## src/rtl/psa_pkg.sv

```systemverilog
// psa_pkg: lane-size encoding and shared constants for the SIMD saturating add/sub pipe.
package psa_pkg;
    typedef enum logic [1:0] {
        MODE_4    = 2'b00,
        MODE_8    = 2'b01,
        MODE_FULL = 2'b10
    } mode_e;
    localparam int NIB_W = 4;
    localparam int N_LSZ = 3;
    // Reserved encoding 11 falls back to 4-bit lanes.
    function automatic logic [1:0] lane_sel(input logic [1:0] mode);
        return mode == MODE_8 ? 2'd1 : mode == MODE_FULL ? 2'd2 : 2'd0;
    endfunction
endpackage

```

## src/rtl/psa_simd_pipe_if.sv

```systemverilog
// psa_simd_pipe_if: operand/result handshake and status bundle of the SIMD saturating pipe.
interface psa_simd_pipe_if
    import psa_pkg::*;
#(
    parameter int WIDTH = 16,
    parameter int CNT_W = 8
);
    logic                   in_valid;
    logic                   in_ready;
    logic [WIDTH-1:0]       a;
    logic [WIDTH-1:0]       b;
    logic                   sub;
    logic [1:0]             mode;
    logic                   out_valid;
    logic                   out_ready;
    logic [WIDTH-1:0]       sum;
    logic [WIDTH/NIB_W-1:0] lane_ovfl;
    logic                   error;
    logic                   err_clr;
    logic                   err_sticky;
    logic [CNT_W-1:0]       sat_cnt;
    modport master (
        output in_valid, a, b, sub, mode, out_ready, err_clr,
        input  in_ready, out_valid, sum, lane_ovfl, error, err_sticky, sat_cnt
    );
    modport slave (
        input  in_valid, a, b, sub, mode, out_ready, err_clr,
        output in_ready, out_valid, sum, lane_ovfl, error, err_sticky, sat_cnt
    );
endinterface

```

## src/rtl/psa_sat_alu.sv

```systemverilog
// psa_sat_alu: per-lane two's complement add/sub with lane-isolated carries and saturation.
module psa_sat_alu
    import psa_pkg::*;
#(
    parameter int WIDTH = 16
) (
    input  logic [WIDTH-1:0]       a,
    input  logic [WIDTH-1:0]       b,
    input  logic                   sub,
    input  logic [1:0]             mode,
    output logic [WIDTH-1:0]       sum,
    output logic [WIDTH/NIB_W-1:0] lane_ovfl,
    output logic                   error
);
    localparam int NL = WIDTH / NIB_W;
    logic [N_LSZ-1:0][WIDTH-1:0] res;
    logic [N_LSZ-1:0][NL-1:0]    ovf;
    logic [1:0]                  sel;
    // Every lane size is computed in parallel; isolated slices keep carries inside a lane.
    for (genvar s = 0; s < N_LSZ; s++) begin : g_sz
        localparam int L = s == 0 ? NIB_W : s == 1 ? 2 * NIB_W : WIDTH;
        for (genvar i = 0; i < WIDTH / L; i++) begin : g_lane
            logic [L-1:0] x;
            logic [L-1:0] y;
            logic [L-1:0] r;
            logic         o;
            assign x = a[i*L +: L];
            assign y = b[i*L +: L];
            assign r = sub ? x - y : x + y;
            assign o = (sub ? x[L-1] != y[L-1] : x[L-1] == y[L-1]) && r[L-1] != x[L-1];
            assign res[s][i*L +: L] = o ? {x[L-1], {(L-1){~x[L-1]}}} : r;
            assign ovf[s][i*L/NIB_W +: L/NIB_W] = {(L/NIB_W){o}};
        end
    end
    assign sel       = lane_sel(mode);
    assign sum       = res[sel];
    assign lane_ovfl = ovf[sel];
    assign error     = |lane_ovfl;
endmodule

```

## src/rtl/psa_simd_pipe.sv

```systemverilog
// psa_simd_pipe: two-stage valid/ready pipe around the saturating lane ALU with error statistics.
module psa_simd_pipe
    import psa_pkg::*;
#(
    parameter int WIDTH = 16,
    parameter int CNT_W = 8
) (
    input logic           clk,
    input logic           rst,
    psa_simd_pipe_if.slave bus
);
    logic                   s1_valid;
    logic                   s2_valid;
    logic                   adv1;
    logic                   adv2;
    logic                   fire;
    logic [WIDTH-1:0]       s1_a;
    logic [WIDTH-1:0]       s1_b;
    logic                   s1_sub;
    logic [1:0]             s1_mode;
    logic [WIDTH-1:0]       alu_sum;
    logic [WIDTH/NIB_W-1:0] alu_ovfl;
    logic                   alu_err;
    assign adv2          = !s2_valid || bus.out_ready;
    assign adv1          = !s1_valid || adv2;
    assign bus.in_ready  = adv1;
    assign bus.out_valid = s2_valid;
    assign fire          = s2_valid && bus.out_ready && bus.error;
    always_ff @(posedge clk or posedge rst) begin
        if (rst) begin
            s1_valid <= 1'b0;
            s1_a     <= '0;
            s1_b     <= '0;
            s1_sub   <= 1'b0;
            s1_mode  <= MODE_4;
        end else if (adv1) begin
            s1_valid <= bus.in_valid;
            if (bus.in_valid) begin
                s1_a    <= bus.a;
                s1_b    <= bus.b;
                s1_sub  <= bus.sub;
                s1_mode <= bus.mode;
            end
        end
    end
    psa_sat_alu #(.WIDTH(WIDTH)) u_alu (
        .a(s1_a),
        .b(s1_b),
        .sub(s1_sub),
        .mode(s1_mode),
        .sum(alu_sum),
        .lane_ovfl(alu_ovfl),
        .error(alu_err)
    );
    always_ff @(posedge clk or posedge rst) begin
        if (rst) begin
            s2_valid      <= 1'b0;
            bus.sum       <= '0;
            bus.lane_ovfl <= '0;
            bus.error     <= 1'b0;
        end else if (adv2) begin
            s2_valid <= s1_valid;
            if (s1_valid) begin
                bus.sum       <= alu_sum;
                bus.lane_ovfl <= alu_ovfl;
                bus.error     <= alu_err;
            end
        end
    end
    // A consumed error beat wins over a simultaneous clear: sticky stays set, count restarts at 1.
    always_ff @(posedge clk or posedge rst) begin
        if (rst) begin
            bus.err_sticky <= 1'b0;
            bus.sat_cnt    <= '0;
        end else begin
            bus.err_sticky <= fire || (bus.err_sticky && !bus.err_clr);
            bus.sat_cnt    <= fire ? (bus.err_clr ? CNT_W'(1) : bus.sat_cnt + CNT_W'(~&bus.sat_cnt))
                                   : bus.err_clr ? '0 : bus.sat_cnt;
        end
    end
endmodule

```

## src/flat_wrapper.sv

```systemverilog
// flat-port wrapper written by rule: the top's interface ports become plain ports
module psa_simd_pipe_flat import psa_pkg::*;
#(
    parameter int WIDTH = 16,
    parameter int CNT_W = 8
)
  (clk, rst, bus_in_valid, bus_a, bus_b, bus_sub, bus_mode, bus_out_ready, bus_err_clr, bus_in_ready, bus_out_valid, bus_sum, bus_lane_ovfl, bus_error, bus_err_sticky, bus_sat_cnt);
  psa_simd_pipe_if #(.WIDTH(WIDTH), .CNT_W(CNT_W)) bus_i ();
  input logic clk;
  input logic rst;
  input wire logic [$bits(bus_i.in_valid)-1:0] bus_in_valid;
  input wire logic [$bits(bus_i.a)-1:0] bus_a;
  input wire logic [$bits(bus_i.b)-1:0] bus_b;
  input wire logic [$bits(bus_i.sub)-1:0] bus_sub;
  input wire logic [$bits(bus_i.mode)-1:0] bus_mode;
  input wire logic [$bits(bus_i.out_ready)-1:0] bus_out_ready;
  input wire logic [$bits(bus_i.err_clr)-1:0] bus_err_clr;
  output wire logic [$bits(bus_i.in_ready)-1:0] bus_in_ready;
  output wire logic [$bits(bus_i.out_valid)-1:0] bus_out_valid;
  output wire logic [$bits(bus_i.sum)-1:0] bus_sum;
  output wire logic [$bits(bus_i.lane_ovfl)-1:0] bus_lane_ovfl;
  output wire logic [$bits(bus_i.error)-1:0] bus_error;
  output wire logic [$bits(bus_i.err_sticky)-1:0] bus_err_sticky;
  output wire logic [$bits(bus_i.sat_cnt)-1:0] bus_sat_cnt;
  assign bus_i.in_valid = bus_in_valid;
  assign bus_i.a = bus_a;
  assign bus_i.b = bus_b;
  assign bus_i.sub = bus_sub;
  assign bus_i.mode = bus_mode;
  assign bus_i.out_ready = bus_out_ready;
  assign bus_i.err_clr = bus_err_clr;
  assign bus_in_ready = bus_i.in_ready;
  assign bus_out_valid = bus_i.out_valid;
  assign bus_sum = bus_i.sum;
  assign bus_lane_ovfl = bus_i.lane_ovfl;
  assign bus_error = bus_i.error;
  assign bus_err_sticky = bus_i.err_sticky;
  assign bus_sat_cnt = bus_i.sat_cnt;
  psa_simd_pipe #(.WIDTH(WIDTH), .CNT_W(CNT_W)) u_core (.clk(clk), .rst(rst), .bus(bus_i));
endmodule
```

## config.mk

```make
export PLATFORM = sky130hd
export DESIGN_NAME = psa_simd_pipe_flat
export DESIGN_NICKNAME = d
export VERILOG_FILES = /design/src/rtl/psa_pkg.sv /design/src/rtl/psa_simd_pipe_if.sv /design/src/rtl/psa_sat_alu.sv /design/src/rtl/psa_simd_pipe.sv /design/src/flat_wrapper.sv
export SDC_FILE = /design/constraint.sdc
export NUM_CORES = 1
export LEC_CHECK = 0
export ABC_AREA = 1
export BUFFER_PORTS_ARGS = -buffer_cell sky130_fd_sc_hd__buf_2
export CAP_MARGIN = 5
export CELL_PAD_IN_SITES_DETAIL_PLACEMENT = 2
export CELL_PAD_IN_SITES_GLOBAL_PLACEMENT = 2
export CORE_AREA = 10 10 128 153
export DETAILED_ROUTE_END_ITERATION = 8
export DIE_AREA = 0 0 138 163
export PLACE_DENSITY_LB_ADDON = 0.1
export SLEW_MARGIN = 20
export SYNTH_ARGS = -nofsm -noshare
export SYNTH_HDL_FRONTEND = slang
export SYNTH_HIERARCHICAL = 1
export SYNTH_SLANG_ARGS = --single-unit
```

## constraint.sdc

```tcl
create_clock -name clk -period 6.8 [get_ports clk]
set_clock_uncertainty 0.05 [all_clocks]
set_input_delay 2.04 -clock clk [delete_from_list [all_inputs] [get_ports clk]]
set_output_delay 2.04 -clock clk [all_outputs]
set_load 0.01 [all_outputs]
```

-- After elaboration in Yosys (flattened, before gate mapping)
Cells that the tools add are included.
- register bits: 67
- input bits: 40
- add/subtract/negate cells: 15
- order comparisons: 1
- equality and inequality tests: 17
- muxes and demuxes: 27
- bitwise logic cells: 4
- reduce and logical (&&, ||, !) cells: 22
- operators with widths (cell ; count):
    $mux 8 ; 7
    $mux 16 ; 3
    $mux 4 ; 9
    $bmux 16 s2 ; 1
    $add 16x16->16 ; 1
    $add 4x4->4 ; 4
    $add 8x8->8 ; 2
    $sub 16x16->16 ; 1
    $sub 4x4->4 ; 4
    $sub 8x8->8 ; 2
    $ne 1x1->1 ; 11
    $logic_and 1x1->1 ; 10
    $add 8x1->8 ; 1
    $bmux 4 s2 ; 1
    $reduce_and 8->1 ; 1
    $eq 1x1->1 ; 4
    $logic_not 1->1 ; 4
    $mux 1 ; 4
    $mux 2 ; 2
    $not 1->1 ; 4
    $reduce_and 2->1 ; 2
    $reduce_or 4->1 ; 1
    $logic_or 1x1->1 ; 3
    $lt 2x3->1 const B ; 1
    3 further kinds ; 3

-- Depth between registers and ports, before layout
- word-level depth: 7
- depth in mapped cells: 25
- depth with buffers taken out: 24

-- Modules after synthesis
Netlist, hierarchy kept.
- by module, submodules not included (module ; instances ; cells an instance ; area an instance (sq um) ; seq. area each (sq um)):
    psa_sat_alu ; 1 ; 538 ; 2912.8 ; 0.0
    psa_simd_pipe ; 1 ; 311 ; 2747.6 ; 1676.6

-- Least setup slack after synthesis
OpenSTA, ideal clock, no wires.
- path kind: in2out
- from: in bus_out_ready
- to: out bus_in_ready
- arrival time: 2514 ps
- data required time: 4710 ps
- path slack: 2196 ps
- cell stages on the path: 4
- cells stage by stage: inv_1 nand3_1 buf_4 buf_4
- longest elaborated chain between the ends: 2
- ends and longest elaborated chain (item ; RTL line ; source):
    start: declaration ; flat_wrapper.sv:16 ; input wire logic [$bits(bus_i.out_ready)-1:0] bus_out_ready;
    $logic_or 1x1->1 ; psa_simd_pipe.sv:24 ; assign adv2 = !s2_valid || bus.out_ready;
    $logic_or 1x1->1 ; psa_simd_pipe.sv:25 ; assign adv1 = !s1_valid || adv2;
    end: declaration ; flat_wrapper.sv:18 ; output wire logic [$bits(bus_i.in_ready)-1:0] bus_in_ready;
No other way between the ends.

-- Worst setup path in the final report
Same ends and word-level chain as after synthesis.

==> impl_results.rst <==
.. list-table::
   :header-rows: 1

   * - Metric
     - Value
   * - Run status
     - complete, no violations
   * - Maximum buffer depth of the clock tree
     - 2
   * - Clock buffer count from CTS
     - 9
   * - GP Congestion
     - approximately 0.88
   * - Overall via count from detail_route
     - 5,666
   * - CTS root buffer
     - clkbuf_16
   * - Setup fix buffers added after clock tree synthesis
     - 0
   * - Starting DRT DRC Count
     - approximately 120
   * - Maximum vdd drop
     - 0.137 mV
   * - Routed Antenna Nets
     - 0
   * - Post-cts repair resize count
     - 0
   * - Instance area after placement
     - 6180 um^2
   * - Average routed wire per standard cell
     - 17.0 um
   * - Warnings from Yosys
     - 6
   * - Launch point of the critical path
     - bus_out_ready
   * - Final WL
     - 19,200 um
   * - CTS tree
     - built
   * - DRC viols
     - 0
   * - Top_reg_cell synth
     - dfrtp_1
   * - Hold_buf cts
     - 0
   * - Sum of negative setup slack
     - 0 ns
   * - Mean post-synth cell area
     - ~6.7 um^2
   * - Count of fill cells added during filler insertion
     - 2,062
   * - Port Buffers
     - 71
   * - Number of max-slew violations in the final report
     - 0
   * - Die Span Y
     - 163 um
   * - Die Width
     - 138 um
   * - Number of distinct library cell variants in the gate-level netlist after synthesis
     - 41
   * - Count of flip-flops with a built-in enable after synthesis
     - 0
   * - Count of clock tree sinks
     - 67
   * - Half-perimeter wire length after placement
     - ~16,000 um
   * - Sequential-to-total area share from yosys stat
     - between 20 and 30%
   * - Pre-Repair DR Iteration Count
     - 4
   * - Fraction of final layout cells with drive strength greater than 1
     - 15.4%
   * - Core area
     - 16,700 um^2
   * - Maximum level of the CTS H-tree
     - 3
   * - Min-Delay Path Class
     - reg2reg
   * - Start-to-end type of the worst setup path
     - in2out
   * - Total inserted antenna cells
     - 0
   * - Synthesized net count
     - 927
   * - Overflow after GRT
     - 0
   * - Post-route cell area
     - 6550 um^2
   * - Register bit total from synthesis
     - 67
   * - Minimum clock period
     - 5.00 ns
   * - Via count of the first global-routing pass
     - 6,408
   * - Reg2Reg Launch Point
     - u_core/s1_b[4]
   * - Post-synthesis instance area
     - between 5000 and 6000 um^2
   * - Hold_sp
     - u_core/bus.sum[15]
   * - Type of element capturing the critical path
     - output port
   * - Maximum operating frequency
     - 200 MHz
   * - Clock latency reported for the late side of the worst-skew pair
     - between 0.3 and 0.4 ns
   * - Overall Global Routing Usage
     - 17.4%
   * - Initial core utilization
     - 34.0%
   * - Maximum number of pins on one net before global-route repair
     - 68
   * - Power per Cell Area
     - between 400 and 500 nW/um^2
   * - Leakage Power
     - between 3 and 4 nW
   * - Data arrival, critical path
     - 2.91 ns
   * - Fin crit share
     - 73.6%
   * - Syn Inst Count
     - 849
   * - Layout area overhead
     - 15.7%
   * - # IOs
     - 72
   * - First-pass GRT wire length
     - between 30,000 and 40,000 um
   * - Transition time of the tightest slew-check pin
     - 0.882 ns
   * - FFs w/ async S/R, synth
     - 100%
   * - Antenna violations before repair
     - 0
   * - CTS clock-pin slew for the worst setup and hold paths
     - 0.05 ns
   * - RSZ-0062 raised after global routing
     - no
   * - Die ar.
     - 22,500 um^2
   * - Worst relative slew slack
     - 41.2%
   * - Final setup fails
     - 0
   * - Row Count
     - 52
   * - Number of nets in the layout
     - about 1,000
   * - Data required, critical path
     - 4.71 ns
   * - Number of violations of the max-capacitance limit
     - 0
   * - Post-DR vias/cell
     - 5.00
   * - Type of element launching the critical path
     - primary input
   * - Fin. Hold Viols
     - 0
   * - Critical-path maximum fanout
     - 38
[final timing paths]
check / end / slack (ns) / cells after the start
max in group asynchronous: u_core/s1_a[5] / 4.23 / 3
setup / recovery: bus_in_ready / 1.80 / 5
hold reg to reg: u_core/bus.sum[15] / 0.42 / 2
hold / removal: u_core/bus.sum[15] / 0.42 / 2
setup reg to reg: u_core/bus.sum[0] / 2.78 / 21
min in group asynchronous: u_core/bus.sat_cnt[7] / 1.91 / 3
[placed cells by master (no fill, tap or decap), drive strengths merged]
cell type	count
inv	98
clkinvlp	2
mux2	1
o2111ai	1
nor3	5
nand3b	4
xnor2	8
buf	74
a211oi	1
o211ai	1
fa	4
nor2	43
nand2	321
a31oi	3
a21oi	33
clkinv	4
xor2	28
nand4	4
bufinv	4
clkbuf	9
nand3	119
ha	34
o21ai	43
a21o	4
o31ai	1
dfrtp	67
or2	1
[sequential cells by signal, indices dropped and copies added, names as in the netlist, 2 cells and up]
register,flops
u_core/s1_mode,2
u_core/s1_b,16
u_core/bus.sum,16
u_core/bus.lane_ovfl,4
u_core/bus.sat_cnt,8
u_core/s1_a,16
[metal layers]
metal / share of wire [%] / global-route usage, %
met5: 0 / 0
met3: 2.6 / 2.74
met2: 50 / 31.4
met4: 1.5 / 5.28
met1: 46 / 20.8
[synth_stat cells, types with 2 or more instances]
library cell / instances / area (um^2)
ha_1: 34 / 425
buf_4: 5 / 37.5
clkbuf_1: 4 / 15.0
o21ai_0: 28 / 140
buf_1: 2 / 7.51
nand3_1: 112 / 561
nand2_2: 10 / 62.6
a21oi_1: 32 / 160
buf_2: 10 / 50.1
nand3_2: 6 / 60.1
inv_2: 16 / 60.1
o21ai_1: 9 / 45.0
dfrtp_1: 67 / 1680
nand2_1: 309 / 1160
fa_1: 4 / 80.1
o21ai_2: 6 / 52.6
nor2_1: 39 / 146
xor2_1: 27 / 236
a21o_1: 4 / 30.0
nor3_1: 4 / 20.0
nand4_1: 4 / 25.0
inv_1: 81 / 304
clkinv_1: 3 / 11.3
nand3b_1: 4 / 30.0
xnor2_1: 8 / 70.1
nor2_2: 3 / 18.8
nand2_4: 2 / 22.5
a31oi_1: 3 / 18.8
[through the flow]
stage                     std cells  hold WS (ns)  worst slack [ns]  util [%]  power [mW]
after detailed placement       1117         0.412              1.78      37.1        2.06
after CTS                      1133         0.425              1.78      39.3        2.67
final                          1133         0.416              1.80      39.3        2.63
after floorplan                 849         0.392              2.20         -        1.62
after global routing           1133         0.454              1.71      39.3        2.91
after global placement         1117         0.401              1.83      37.1        1.97
[where the power goes]
group	internal, mW	total, mW	leakage, nW	switching [mW]
logic	0.504	1.46	2.64	0.959
clock network	0.395	0.582	0.172	0.187
registers	0.496	0.583	0.835	0.0872
total	1.39	2.63	3.64	1.23
[final cells by class]
cell class | instances | area [um^2] | share of cell area (%)
Multi-Input combinational cell | 659 | 3480 | 53.1
Sequential cell | 67 | 1680 | 25.6
Inverter | 101 | 382 | 5.83
Timing Repair Buffer | 74 | 378 | 5.77
Tap cell | 216 | 270 | 4.13
Clock buffer | 9 | 225 | 3.44
Clock inverter | 7 | 140 | 2.14
[cells by family (layout without fill, tap and decap cells)]
family / after synthesis / count (layout) / share of synthesized area [%]
xor gates and xnor gates: 36 / 36 / 5.70
and+or+nand+nor: 497 / 497 / 38.0
AOI/OAI and AO/OA: 87 / 87 / 8.60
DFF: 67 / 67 / 29.6
buffers and inverters: 123 / 191 / 8.95
adders and majority gates: 38 / 38 / 8.93
muxes: 1 / 1 / 0.199
[critical path, cell delays in order]
cell     delay [ns]
buf_2          0.11
inv_1          0.05
nand3_1        0.08
buf_4          0.40
buf_2          0.22
Note: power is estimated with default switching activity, not from simulation.
